$ cat src/rtl/imem_loader.sv
// Instruction memory loader: assembles a big-endian UART byte stream into words,
// writes them from address 0 up to the HALT word, then hands the address port to the CPU.
module imem_loader #(
    parameter int NBITS  = 32,
    parameter int CELDAS = 60
) (
    input  logic             i_clk,
    input  logic             i_reset,
    input  logic             i_load_start,
    input  logic [7:0]       i_rx_data,
    input  logic             i_rx_valid,
    input  logic [NBITS-1:0] i_cpu_PC,
    output logic [NBITS-1:0] o_mem_addr,
    output logic [NBITS-1:0] o_mem_wdata,
    output logic             o_mem_we,
    output logic             o_cpu_enable,
    output logic             o_loading,
    output logic             o_done,
    output logic             o_error,
    output logic [NBITS-1:0] o_word_count
);

    // state | meaning
    // IDLE  | waiting for a load request, bytes ignored
    // LOAD  | assembling bytes and writing words
    // RUN   | HALT written, CPU owns the address port
    // ERROR | image overran the memory, CPU held off
    typedef enum logic [1:0] {IDLE, LOAD, RUN, ERROR} state_t;

    localparam int               LAST_I   = ((CELDAS - 4) / 4) * 4;
    localparam logic [NBITS-1:0] LAST_ADR = NBITS'(LAST_I);
    localparam logic [NBITS-1:0] HALT     = {NBITS{1'b1}};

    state_t           state;
    logic [1:0]       byte_cnt;
    logic [23:0]      asm_reg;
    logic [NBITS-1:0] wr_addr;
    logic [NBITS-1:0] addr_q;
    logic [NBITS-1:0] full_word;
    logic [NBITS-1:0] next_addr;

    always_comb begin
        full_word = NBITS'({asm_reg, i_rx_data});
        next_addr = wr_addr + NBITS'(4);
    end

    always_ff @(posedge i_clk) begin
        if (i_reset) begin
            state        <= IDLE;
            byte_cnt     <= 2'd0;
            asm_reg      <= 24'd0;
            wr_addr      <= '0;
            addr_q       <= '0;
            o_mem_wdata  <= '0;
            o_mem_we     <= 1'b0;
            o_cpu_enable <= 1'b0;
            o_loading    <= 1'b0;
            o_done       <= 1'b0;
            o_error      <= 1'b0;
            o_word_count <= '0;
        end else begin
            o_mem_we <= 1'b0;
            if (i_load_start) begin
                // start beats a coincident byte and discards any partial word
                state        <= LOAD;
                byte_cnt     <= 2'd0;
                wr_addr      <= '0;
                addr_q       <= '0;
                o_word_count <= '0;
                o_cpu_enable <= 1'b0;
                o_loading    <= 1'b1;
                o_done       <= 1'b0;
                o_error      <= 1'b0;
            end else if (state == LOAD && i_rx_valid) begin
                if (byte_cnt == 2'd3) begin
                    o_mem_we     <= 1'b1;
                    o_mem_wdata  <= full_word;
                    addr_q       <= wr_addr;
                    o_word_count <= o_word_count + NBITS'(1);
                    wr_addr      <= next_addr;
                    byte_cnt     <= 2'd0;
                    if (full_word == HALT) begin
                        state        <= RUN;
                        o_loading    <= 1'b0;
                        o_done       <= 1'b1;
                        o_cpu_enable <= 1'b1;
                    end else if (next_addr > LAST_ADR) begin
                        state     <= ERROR;
                        o_loading <= 1'b0;
                        o_error   <= 1'b1;
                    end
                end else begin
                    asm_reg  <= {asm_reg[15:0], i_rx_data};
                    byte_cnt <= byte_cnt + 2'd1;
                end
            end
        end
    end

    // the HALT write lands in the first RUN cycle, so keep the loader address for that strobe
    assign o_mem_addr = (state == RUN && !o_mem_we) ? i_cpu_PC : addr_q;

endmodule
$ cat config.mk
export PLATFORM = sky130hd
export DESIGN_NAME = imem_loader
export DESIGN_NICKNAME = d
export VERILOG_FILES = /design/src/rtl/imem_loader.sv
export SDC_FILE = /design/constraint.sdc
export NUM_CORES = 1
export LEC_CHECK = 0
export ABC_AREA = 1
export CORE_MARGIN = 5
export CORE_UTILIZATION = 60
export DETAILED_ROUTE_END_ITERATION = 7
export DONT_BUFFER_PORTS = 1
export PLACE_DENSITY = 0.76
export SYNTH_ARGS = -nofsm -noshare
export SYNTH_HDL_FRONTEND = slang
export SYNTH_SLANG_ARGS = --single-unit
$ cat constraint.sdc
create_clock -name i_clk -period 4.4 [get_ports i_clk]
set_input_delay 0.44 -clock i_clk [delete_from_list [all_inputs] [get_ports i_clk]]
set_output_delay 0.44 -clock i_clk [all_outputs]
set_load 0.1 [all_outputs]
**After elaboration in Yosys (flattened, before gate mapping)**

Cells that the tools add are included.

- Mux-type cells: 13
- Bitwise logic cells: 4
- Add/subtract/negate cells: 3
- Reductions and logical operators: 16
- Magnitude comparators: 1
- Eq/ne operators: 4

Operators by type and width:

| operator | count |
|---|---|
| $add A32 B1 Y32 const B | 1 |
| $add A32 B3 Y32 const B | 1 |
| $eq A32 B32 Y1 const B | 1 |
| $gt A32 B6 Y1 const B | 1 |
| $mux W32 | 1 |
| $reduce_and A3 Y1 | 5 |
| $mux W1 | 9 |
| $mux W2 | 3 |
| $reduce_bool A2 Y1 | 3 |
| $eq A2 B2 Y1 const B | 2 |
| $not A1 Y1 | 4 |
| $reduce_and A4 Y1 | 1 |
| $reduce_bool A3 Y1 | 1 |
| $reduce_or A3 Y1 | 1 |
| $add A2 B1 Y2 const B | 1 |
| $eq A2 B1 Y1 const B | 1 |
| $logic_and A1 B1 Y1 | 2 |
| $reduce_and A2 Y1 | 1 |
| $reduce_or A2 Y1 | 1 |
| $logic_not A1 Y1 | 1 |

- Output and inout bits: 101
- Logic and storage cells: 53
- Register bits: 160

**Depth between registers and ports, before layout**

Gate-level depths: netlist of the first run.

- Depth in word-level cells: 7
- Mapped depth: 16
- Mapped depth without buffers: 16

**Least setup slack after synthesis of the first run**

OpenSTA, ideal clock, no wires.

- Path kind: register to output
- Start: reg o_mem_we
- End: out o_mem_addr[10]
- Arrival: 3.039 ns
- Stages on the path, launching flop included: 6
- Buffers on the path: 1
- Slack: 0.921 ns
- Data required time: 3.960 ns
- Path through: dfxtp_1 nor2_1 nand2_1 clkbuf_1 nor2_1 a21oi_1

- Longest elaborated chain between the ends: 3

Ends and longest elaborated chain:

| item | line | RTL |
|---|---|---|
| start, declared | 15 | `output logic o_mem_we,` |
| start signal, assigned | 55 | `o_mem_we <= 1'b0;` |
| start signal, assigned | 62 | `o_mem_we <= 1'b0;` |
| start signal, assigned | 76 | `o_mem_we <= 1'b1;` |
| $logic_not A1 Y1 | 101 | `assign o_mem_addr = (state == RUN && !o_mem_we) ? i_cpu_PC : addr_q;` |
| $logic_and A1 B1 Y1 | 101 |  |
| $mux W32 | 101 |  |
| end, declared | 13 | `output logic [NBITS-1:0] o_mem_addr,` |

No other way between the ends.

**Worst setup path in the final report of the first run**

- Start: reg o_mem_we
- End: out o_mem_addr[1]

The elaborated chain is that of the path after synthesis.

==> results.sh, run 1 <==
export IMPL_yosysWarningCount=0
export IMPL_grt_use_total=0.249
export IMPL_end_kind="primary output"
export IMPL_grt_max_degree=65
export IMPL_hp_class="in2reg"
export IMPL_rsz0062_at_grt="no"
export IMPL_ys_flop_type="dfxtp_1"
export IMPL_h_tree_depth=4
export IMPL_critical_path_class="reg2out"
export IMPL_grt_pass1_vias=6080
export IMPL_cts_buffer_depth=2
export IMPL_synth_cell_types=38
export IMPL_fin_hold_ws_ns=0.0655
export IMPL_grt_first_pass_wirelength_um=29200
export IMPL_fmax_mhz=324
export IMPL_die_y_um=120
export IMPL_cts_hold_buffers_added=0
export IMPL_io_pins=145
export IMPL_avgRoutedWirePerCell_um=14.3
export IMPL_yosys_cell_count_top_type="dfxtp_1"
export IMPL_status="completed"
export IMPL_ys_seq_area_frac=0.433
export IMPL_antenna_found_initial=0
export IMPL_synth_nets=1087
export IMPL_cts_made_buffers=17
export IMPL_placement_rows=40
export IMPL_syn_instance_count=1039
export IMPL_cts_clk_slew_worst_paths_ns=0.07
export IMPL_synthTopCellsByCount="156 x dfxtp_1, 154 x inv_1, 149 x a21oi_1"
export IMPL_period_share=0.701
export IMPL_ctsResizeCount=0
export IMPL_fin_nets=1115
export IMPL_via_count=6680
export IMPL_initial_utilization=0.605
export IMPL_skew_ns=0.00937
export IMPL_cp_max_fo=31
export IMPL_post_route_min_period_ns=3.08
export IMPL_ant_nets=0
export IMPL_io_buffers=0
export IMPL_synthArstFlopShare=0
export IMPL_clk_latency_ns=0.43
export IMPL_die_area_mm2=0.0143
export IMPL_ys_seq_elements=156
export IMPL_fin_cells=1227
export IMPL_multi_input_area_mm2=0.00345
export IMPL_drc=0
export IMPL_synth_edff_count=0
export IMPL_drive_gt1_frac=0.132
export IMPL_gp_congestion=0.971
export IMPL_cap_violations=0
export IMPL_syn_cell_area_mm2=0.00721
export IMPL_power_uw=2960
export IMPL_setup_violations=0
export IMPL_cts_root_buffer="clkbuf_16"
export IMPL_initialDrtViolationCount=494
export IMPL_relSlewSlack=0.278
export IMPL_dp_hpwl_um=12300
export IMPL_fillers=1016
export IMPL_dieWidth_um=120
export IMPL_antenna_cells=0
export IMPL_areaGrowthSynthToFinish_pct=15.9
export IMPL_post_synth_top_area_cell="dfxtp_1"
export IMPL_p_leak_uw=0.00340
export IMPL_cp_start_kind="flop"
export IMPL_cts_setup_buffers=0
export IMPL_cts_sinks=156
export IMPL_tritoncts="built"
export IMPL_tns_ns=0
export IMPL_fp_coreArea_mm2=0.0119
export IMPL_crit_arrival_ns=2.64
export IMPL_regArea_mm2=0.00312
export IMPL_hold_viol_final=0
export IMPL_largestRegisters="o_mem_wdata (32), o_word_count (32)"
export IMPL_power_density_mw_per_mm2=355
export IMPL_worst_pin_slew_ns=1.08
export IMPL_synth_avg_cell_area_um2=6.94
export IMPL_netlist_top_cells_area="dfxtp_1 43%, a21oi_1 10%, o21ai_0 8.5%"
export IMPL_place_inst=1195
export IMPL_dr_pass1_iters=5
export IMPL_slew_viol_final=0
export IMPL_via_per_inst=5.44
export IMPL_finalWirelength_um=17500
export IMPL_vdd_drop_max_mv=0.413
export IMPL_required_ns=3.96
export IMPL_yosys_area_top_type_share=0.433
export IMPL_grt_overflow_total=0
area by class of cell:
cell class | instances | share of cell area
clock inverters | 15 | 0.0202
repair buffers | 55 | 0.0494
well taps | 147 | 0.0220
flip-flops and latches | 156 | 0.374
inverters | 159 | 0.0714
clock buffers | 17 | 0.0509
multi-input cells | 678 | 0.412
worst max-delay path, stage by stage (launching register included):
cell and delay, ns:
dfxtp_1 0.31, buf_4 0.23, nor2_1 0.18, nand2_2 0.45, nor2_2 1.02
routing by layer:
layer	track usage	up-vias	share of wire
li1	-	3436	-
met1	0.330	2971	0.43
met2	0.388	247	0.46
met3	0.0730	26	0.093
met4	0.0859	0	0.019
met5	0	-	0
through the flow:
stage	worst slack, ns	instance area, um^2	utilization
final	1.32	8360	0.702
after floorplan	0.921	7210	-
after CTS	1.29	8360	0.702
after global placement	1.60	7760	0.652
after detailed placement	1.52	7760	0.652
after global routing	1.09	8360	0.702
power by group:
group	leakage (uW)	internal, uW	switching, uW
clock network	0.000290	810	657
registers	0.00126	1420	15.5
logic	0.00185	16.0	42.0
logic make-up after synthesis:
group                      count (synthesis)  share of synthesized area
xor gates and xnor gates                  15                     0.0182
DFF                                      156                      0.433
buffers and inverters                    205                      0.108
adders and majority gates                  4                    0.00694
muxes                                      1                    0.00156
AOI/OAI and AO/OA                        290                      0.207
and+or+nand+nor                          368                      0.225
cells in the final DEF (no fill, tap or decap), types with 2 or more instances in the layout:
cell type    n
o211ai_1     8
nor2_1     128
nand2_1    133
nand4_1     14
inv_8        4
o21bai_1     2
nand3_2      2
xor2_1      10
xnor2_1      5
a211oi_1     2
inv_1      154
nand3_1     36
o21ai_0    123
clkinv_1     4
nand2_4      2
nor4_1       7
clkbuf_16   17
nor3_1      21
nand3b_1     2
a21oi_2     29
nor2_4       6
nand2_2      4
buf_4       55
dfxtp_1    155
clkinv_4     2
a21oi_1    120
inv_6        6
nor2_2       7
ha_1         4
o21a_1       3
final timing paths:
path	endpoint	slack [ns]	depth (start not counted)	startpoint
worst max register to register	o_mem_wdata[24]	1.48	8	byte_cnt[0]
worst max-delay path	o_mem_addr[1]	1.32	4	o_mem_we
worst min-delay path	o_loading	0.07	1	i_reset
worst min register to register	addr_q[6]	0.48	2	addr_q[6]
Note: power is estimated with default switching activity, not from simulation.
==> inputs of run 2 (changes only) <==
Clock period 4.4 ns to 3.1 ns, I/O delays scaled along.
==> results.sh, run 2 (synthesis gave the netlist of run 1 again) <==
export IMPL_die_y_um=120
export IMPL_antenna_found_initial=0
export IMPL_dpl_worst_slack_ns=0.734
export IMPL_areaGrowthSynthToFinish_pct=18.0
export IMPL_final_common_cell="dfxtp_1"
export IMPL_fp_coreArea_mm2=0.0119
export IMPL_fin_area_mm2=0.00851
export IMPL_fillers=998
export IMPL_skew_ns=0.00838
export IMPL_clk_latency_ns=0.42
export IMPL_cts_made_buffers=17
export IMPL_internal_power_uw=3240
export IMPL_initialDrtViolationCount=615
export IMPL_power_switching_uw=939
export IMPL_cap_violations=0
export IMPL_switching_share=0.225
export IMPL_cts_buffer_depth=2
export IMPL_largestRegisters="o_mem_wdata (32), o_word_count (32)"
export IMPL_setup_violations=0
export IMPL_ant_nets=0
export IMPL_cts_sinks=156
export IMPL_via_count=6711
export IMPL_place_inst=1211
export IMPL_grt_pass1_vias=6046
export IMPL_avgRoutedWirePerCell_um=13.7
export IMPL_placement_rows=40
export IMPL_slew_viol_final=0
export IMPL_h_tree_depth=4
export IMPL_placed_area_mm2=0.00791
export IMPL_drc=0
export IMPL_fmax_mhz=404
export IMPL_power_density_mw_per_mm2=491
export IMPL_critPathMaxStageDelay_ns=0.60
export IMPL_crit_arrival_ns=2.16
export IMPL_initial_utilization=0.605
export IMPL_dieWidth_um=120
export IMPL_grt_max_degree=64
export IMPL_finalWirelength_um=17100
export IMPL_vdd_drop_max_mv=0.486
export IMPL_ctsResizeCount=0
export IMPL_comb_power_share=0.020
export IMPL_worst_pin_slew_ns=1.04
export IMPL_cp_max_fo=61
export IMPL_clockPowerShare=0.492
export IMPL_antenna_cells=0
export IMPL_io_pins=145
export IMPL_drive_gt1_frac=0.145
export IMPL_cts_clk_slew_worst_paths_ns=0.06
export IMPL_power_uw=4180
export IMPL_worst_slack_ns=0.626
export IMPL_gp_congestion=0.999
export IMPL_p_leak_uw=0.00350
export IMPL_cp_start_kind="flop"
export IMPL_rsz0062_at_grt="no"
export IMPL_required_ns=2.79
export IMPL_hold_viol_final=0
export IMPL_relSlewSlack=0.306
export IMPL_grt_overflow_total=0
export IMPL_die_area_mm2=0.0143
export IMPL_post_route_min_period_ns=2.47
export IMPL_period_share=0.798
export IMPL_critical_path_class="reg2out"
export IMPL_fin_util=0.714
export IMPL_cts_root_buffer="clkbuf_16"
export IMPL_dp_hpwl_um=12100
export IMPL_dr_pass1_iters=5
export IMPL_fin_nets=1132
export IMPL_hp_class="in2reg"
export IMPL_final_cell_mix="155 x dfxtp_1, 154 x inv_1, 133 x nand2_1"
export IMPL_io_buffers=0
export IMPL_crit_chain="buf_4, nor2_1, nand2_2, buf_12, mux2_2"
export IMPL_end_kind="primary output"
export IMPL_status="completed"
export IMPL_fin_cells=1244
export IMPL_grt_first_pass_wirelength_um=28700
export IMPL_tritoncts="built"
export IMPL_via_per_inst=5.39
export IMPL_seqPwrFrac=0.489
export IMPL_grt_use_total=0.242
export IMPL_cp_slowest_cell="mux2_2"
-- run 2: cell count changes in the layout (fill, tap and decap cells not counted) --
cell           before  now
clkinv_8            1    0
clkinvlp_4          1    2
dlygate4sd3_1       0    1
clkinv_4            2    5
buf_4              55   69
bufinv_16           1    2
inv_6               6    4
clkinv_2            0    2
inv_8               4    0
buf_12              0    2
-- run 2: path summary, 6_finish.rpt --
| kind | from | endpoint | slack (ns) | cells past startpoint |
|---|---|---|---|---|
| setup / recovery | o_mem_we | o_mem_addr[2] | 0.63 | 5 |
| hold reg to reg | addr_q[9] | addr_q[9] | 0.47 | 2 |
| setup reg to reg | byte_cnt[0] | o_mem_wdata[25] | 0.74 | 8 |
| hold / removal | i_rx_data[0] | o_mem_wdata[0] | 0.04 | 2 |
-- run 2: repair_timing --
item                                    4_1_cts  5_1_grt
hold endpoints to repair                      3        0
hold buffers                                  1        0
setup buffers                                 0        0
endpoints found under the setup margin        0        0
-- run 2: final cells by class --
| class | count | area, um^2 | share of cell area |
|---|---|---|---|
| well taps | 147 | 184 | 0.0216 |
| clock buffers | 17 | 425 | 0.0500 |
| repair buffers | 72 | 568 | 0.0668 |
| multi-input cells | 678 | 3450 | 0.405 |
| inverters | 159 | 597 | 0.0701 |
| flip-flops and latches | 156 | 3120 | 0.367 |
| clock inverters | 15 | 164 | 0.0193 |
-- run 2: critical path: cells and delay by family, from the launching register on --
family / cells / cell delay, ns
flip-flops: 1 / 0.31
buffers and inverters: 2 / 0.59
AND/OR/NAND/NOR: 2 / 0.20
multiplexers: 1 / 0.60
-- run 2: metrics by stage --
stage	setup TNS [ns]	hold WS (ns)
floorplan	-0.249	0.379
global placement	0	0.383
detailed placement	0	0.384
CTS	0	0.0209
global route	0	0.0368
finish	0	0.0391
-- run 2: power by group through the flow --
stage	combinational, uW	clock [uW]	sequential (uW)
6_report	82.3	2050	2040
3_5_place_dp	79.9	0	2090
4_1_cts	82.2	2090	2040
2_1_floorplan	62.3	0	2080
5_1_grt	93.4	2170	2040
3_3_place_gp	78.6	0	2090
-- run 2: metal layers --
layer,vias to the layer above,track usage,wire (um)
met5,-,0,0
met4,0,0.0974,314
met3,27,0.0679,1550
met2,250,0.367,7550
met1,2961,0.326,7670
li1,3473,-,-
==> inputs of run 3 (changes only) <==
Settings changed: CORE_UTILIZATION 60 to 57, PLACE_DENSITY 0.76 to 0.75.
Clock period 3.1 ns to 2.2 ns, I/O delays scaled along.
==> results.sh, run 3 (synthesis gave the netlist of run 1 again) <==
export IMPL_status="completed"
export IMPL_hold_viol_final=0
export IMPL_power_density_mw_per_mm2=622
export IMPL_tritoncts="built"
export IMPL_cts_made_buffers=17
export IMPL_fin_nets=1192
export IMPL_rsz0062_at_grt="yes"
export IMPL_crit_arrival_ns=2.40
export IMPL_grt_max_degree=62
export IMPL_skew_ns=0.00827
export IMPL_die_area_mm2=0.0150
export IMPL_cts_root_buffer="clkbuf_16"
export IMPL_cp_start_kind="flop"
export IMPL_placement_rows=41
export IMPL_antenna_cells=0
export IMPL_power_switching_uw=1320
export IMPL_finalWirelength_um=20400
export IMPL_drive_gt1_frac=0.233
export IMPL_period_share=0.953
export IMPL_cap_violations=0
export IMPL_fin_hold_ws_ns=0.0206
export IMPL_cts_sinks=156
export IMPL_hp_class="in2reg"
export IMPL_grt_first_pass_wirelength_um=32100
export IMPL_cts_clk_slew_worst_paths_ns=0.06
export IMPL_largestRegisters="o_mem_wdata (32), o_word_count (32)"
export IMPL_final_common_cell="inv_1"
export IMPL_rrSetupSlack_ns=0.10
export IMPL_post_route_min_period_ns=2.10
export IMPL_die_y_um=122
export IMPL_initial_utilization=0.576
export IMPL_cts_buffer_depth=2
export IMPL_dp_hpwl_um=13700
export IMPL_clockPowerShare=0.509
export IMPL_end_kind="flop"
export IMPL_fillers=835
export IMPL_comb_power_share=0.025
export IMPL_io_buffers=0
export IMPL_dr_pass1_iters=7
export IMPL_ant_nets=0
export IMPL_h_tree_depth=4
export IMPL_critical_path_class="reg2reg"
export IMPL_drc=0
export IMPL_setup_violations=0
export IMPL_areaGrowthSynthToFinish_pct=37.0
export IMPL_switching_share=0.215
export IMPL_gp_congestion=0.965
export IMPL_dieWidth_um=122
export IMPL_grt_pass1_vias=6694
export IMPL_seqPwrFrac=0.466
export IMPL_internal_power_uw=4820
export IMPL_vdd_drop_max_mv=0.542
export IMPL_slew_viol_final=0
export IMPL_p_leak_uw=0.00400
export IMPL_grt_use_total=0.266
export IMPL_initialDrtViolationCount=641
export IMPL_relSlewSlack=0.606
export IMPL_clk_latency_ns=0.42
export IMPL_fp_coreArea_mm2=0.0125
export IMPL_via_count=7320
export IMPL_final_cell_mix="153 x inv_1, 130 x nand2_1, 123 x dfxtp_1"
export IMPL_avgRoutedWirePerCell_um=15.4
export IMPL_grt_overflow_total=0
export IMPL_via_per_inst=5.52
export IMPL_io_pins=145
export IMPL_tns_ns=0
export IMPL_antenna_found_initial=0
export IMPL_required_ns=2.51
export IMPL_power_uw=6140
export IMPL_worst_pin_slew_ns=0.586
export IMPL_cp_max_fo=13
export IMPL_fmax_mhz=477
==> run 3: worst paths after layout <==
kind,endpoint,from,cells after the start
worst max-delay path,o_word_count[26],byte_cnt[0],10
worst min register to register,asm_reg[22],asm_reg[22],2
worst min-delay path,o_word_count[6],i_reset,3
worst max register to register,o_word_count[26],byte_cnt[0],10
==> run 3: power groups by stage <==
stage | logic [uW] | clock network [uW] | registers (uW)
after floorplan | 88.2 | 0 | 2930
after global placement | 130 | 0 | 2920
after detailed placement | 132 | 0 | 2920
after CTS | 150 | 3140 | 2860
after global routing | 169 | 3280 | 2860
final | 155 | 3130 | 2860
==> run 3: layout make-up <==
| cell class | instances | area [um^2] | area share |
|---|---|---|---|
| tap | 172 | 215 | 0.0218 |
| clock buffer | 18 | 439 | 0.0445 |
| inverter | 159 | 597 | 0.0604 |
| clock inverter | 12 | 188 | 0.0190 |
| multi-input combinational | 678 | 3810 | 0.386 |
| sequential | 156 | 3180 | 0.322 |
| timing repair buffer | 132 | 1450 | 0.146 |
==> run 3: per-stage QoR <==
| stage | area, um^2 | setup WS (ns) | std cells | util |
|---|---|---|---|---|
| floorplan | 7580 | 0.0134 | 1039 | - |
| global placement | 8930 | 0.0742 | 1280 | 0.714 |
| detailed placement | 8930 | 0.0416 | 1280 | 0.714 |
| CTS | 9670 | 0.0107 | 1320 | 0.772 |
| global route | 9880 | -0.0685 | 1327 | 0.789 |
| finish | 9880 | 0.103 | 1327 | 0.789 |
==> run 3: repair_timing <==
action / CTS / global route
buffers inserted: 0 / 7
hold endpoints to repair: 19 / 0
pin swaps: 0 / 12
hold buffers: 10 / 0
gates resized for setup: 3 / 47
endpoints found under the setup margin: 2 / 39
==> run 3: worst max-delay path, stage by stage, from the launching register on <==
cell and delay, ns:
dfxtp_2 0.35, ha_2 0.19, inv_1 0.08, nor2_4 0.14, buf_4 0.22, nand3_1 0.15
nor2_1 0.19, nand3b_1 0.22, nor3_2 0.20, xor2_1 0.18, nor2_1 0.05
==> run 3: routing by layer <==
| metal | up-vias | routed length [um] | track usage |
|---|---|---|---|
| li1 | 3591 | - | - |
| met1 | 3344 | 8380 | 0.337 |
| met2 | 331 | 9720 | 0.434 |
| met3 | 54 | 1830 | 0.0774 |
| met4 | 0 | 521 | 0.0924 |
| met5 | - | 0 | 0 |
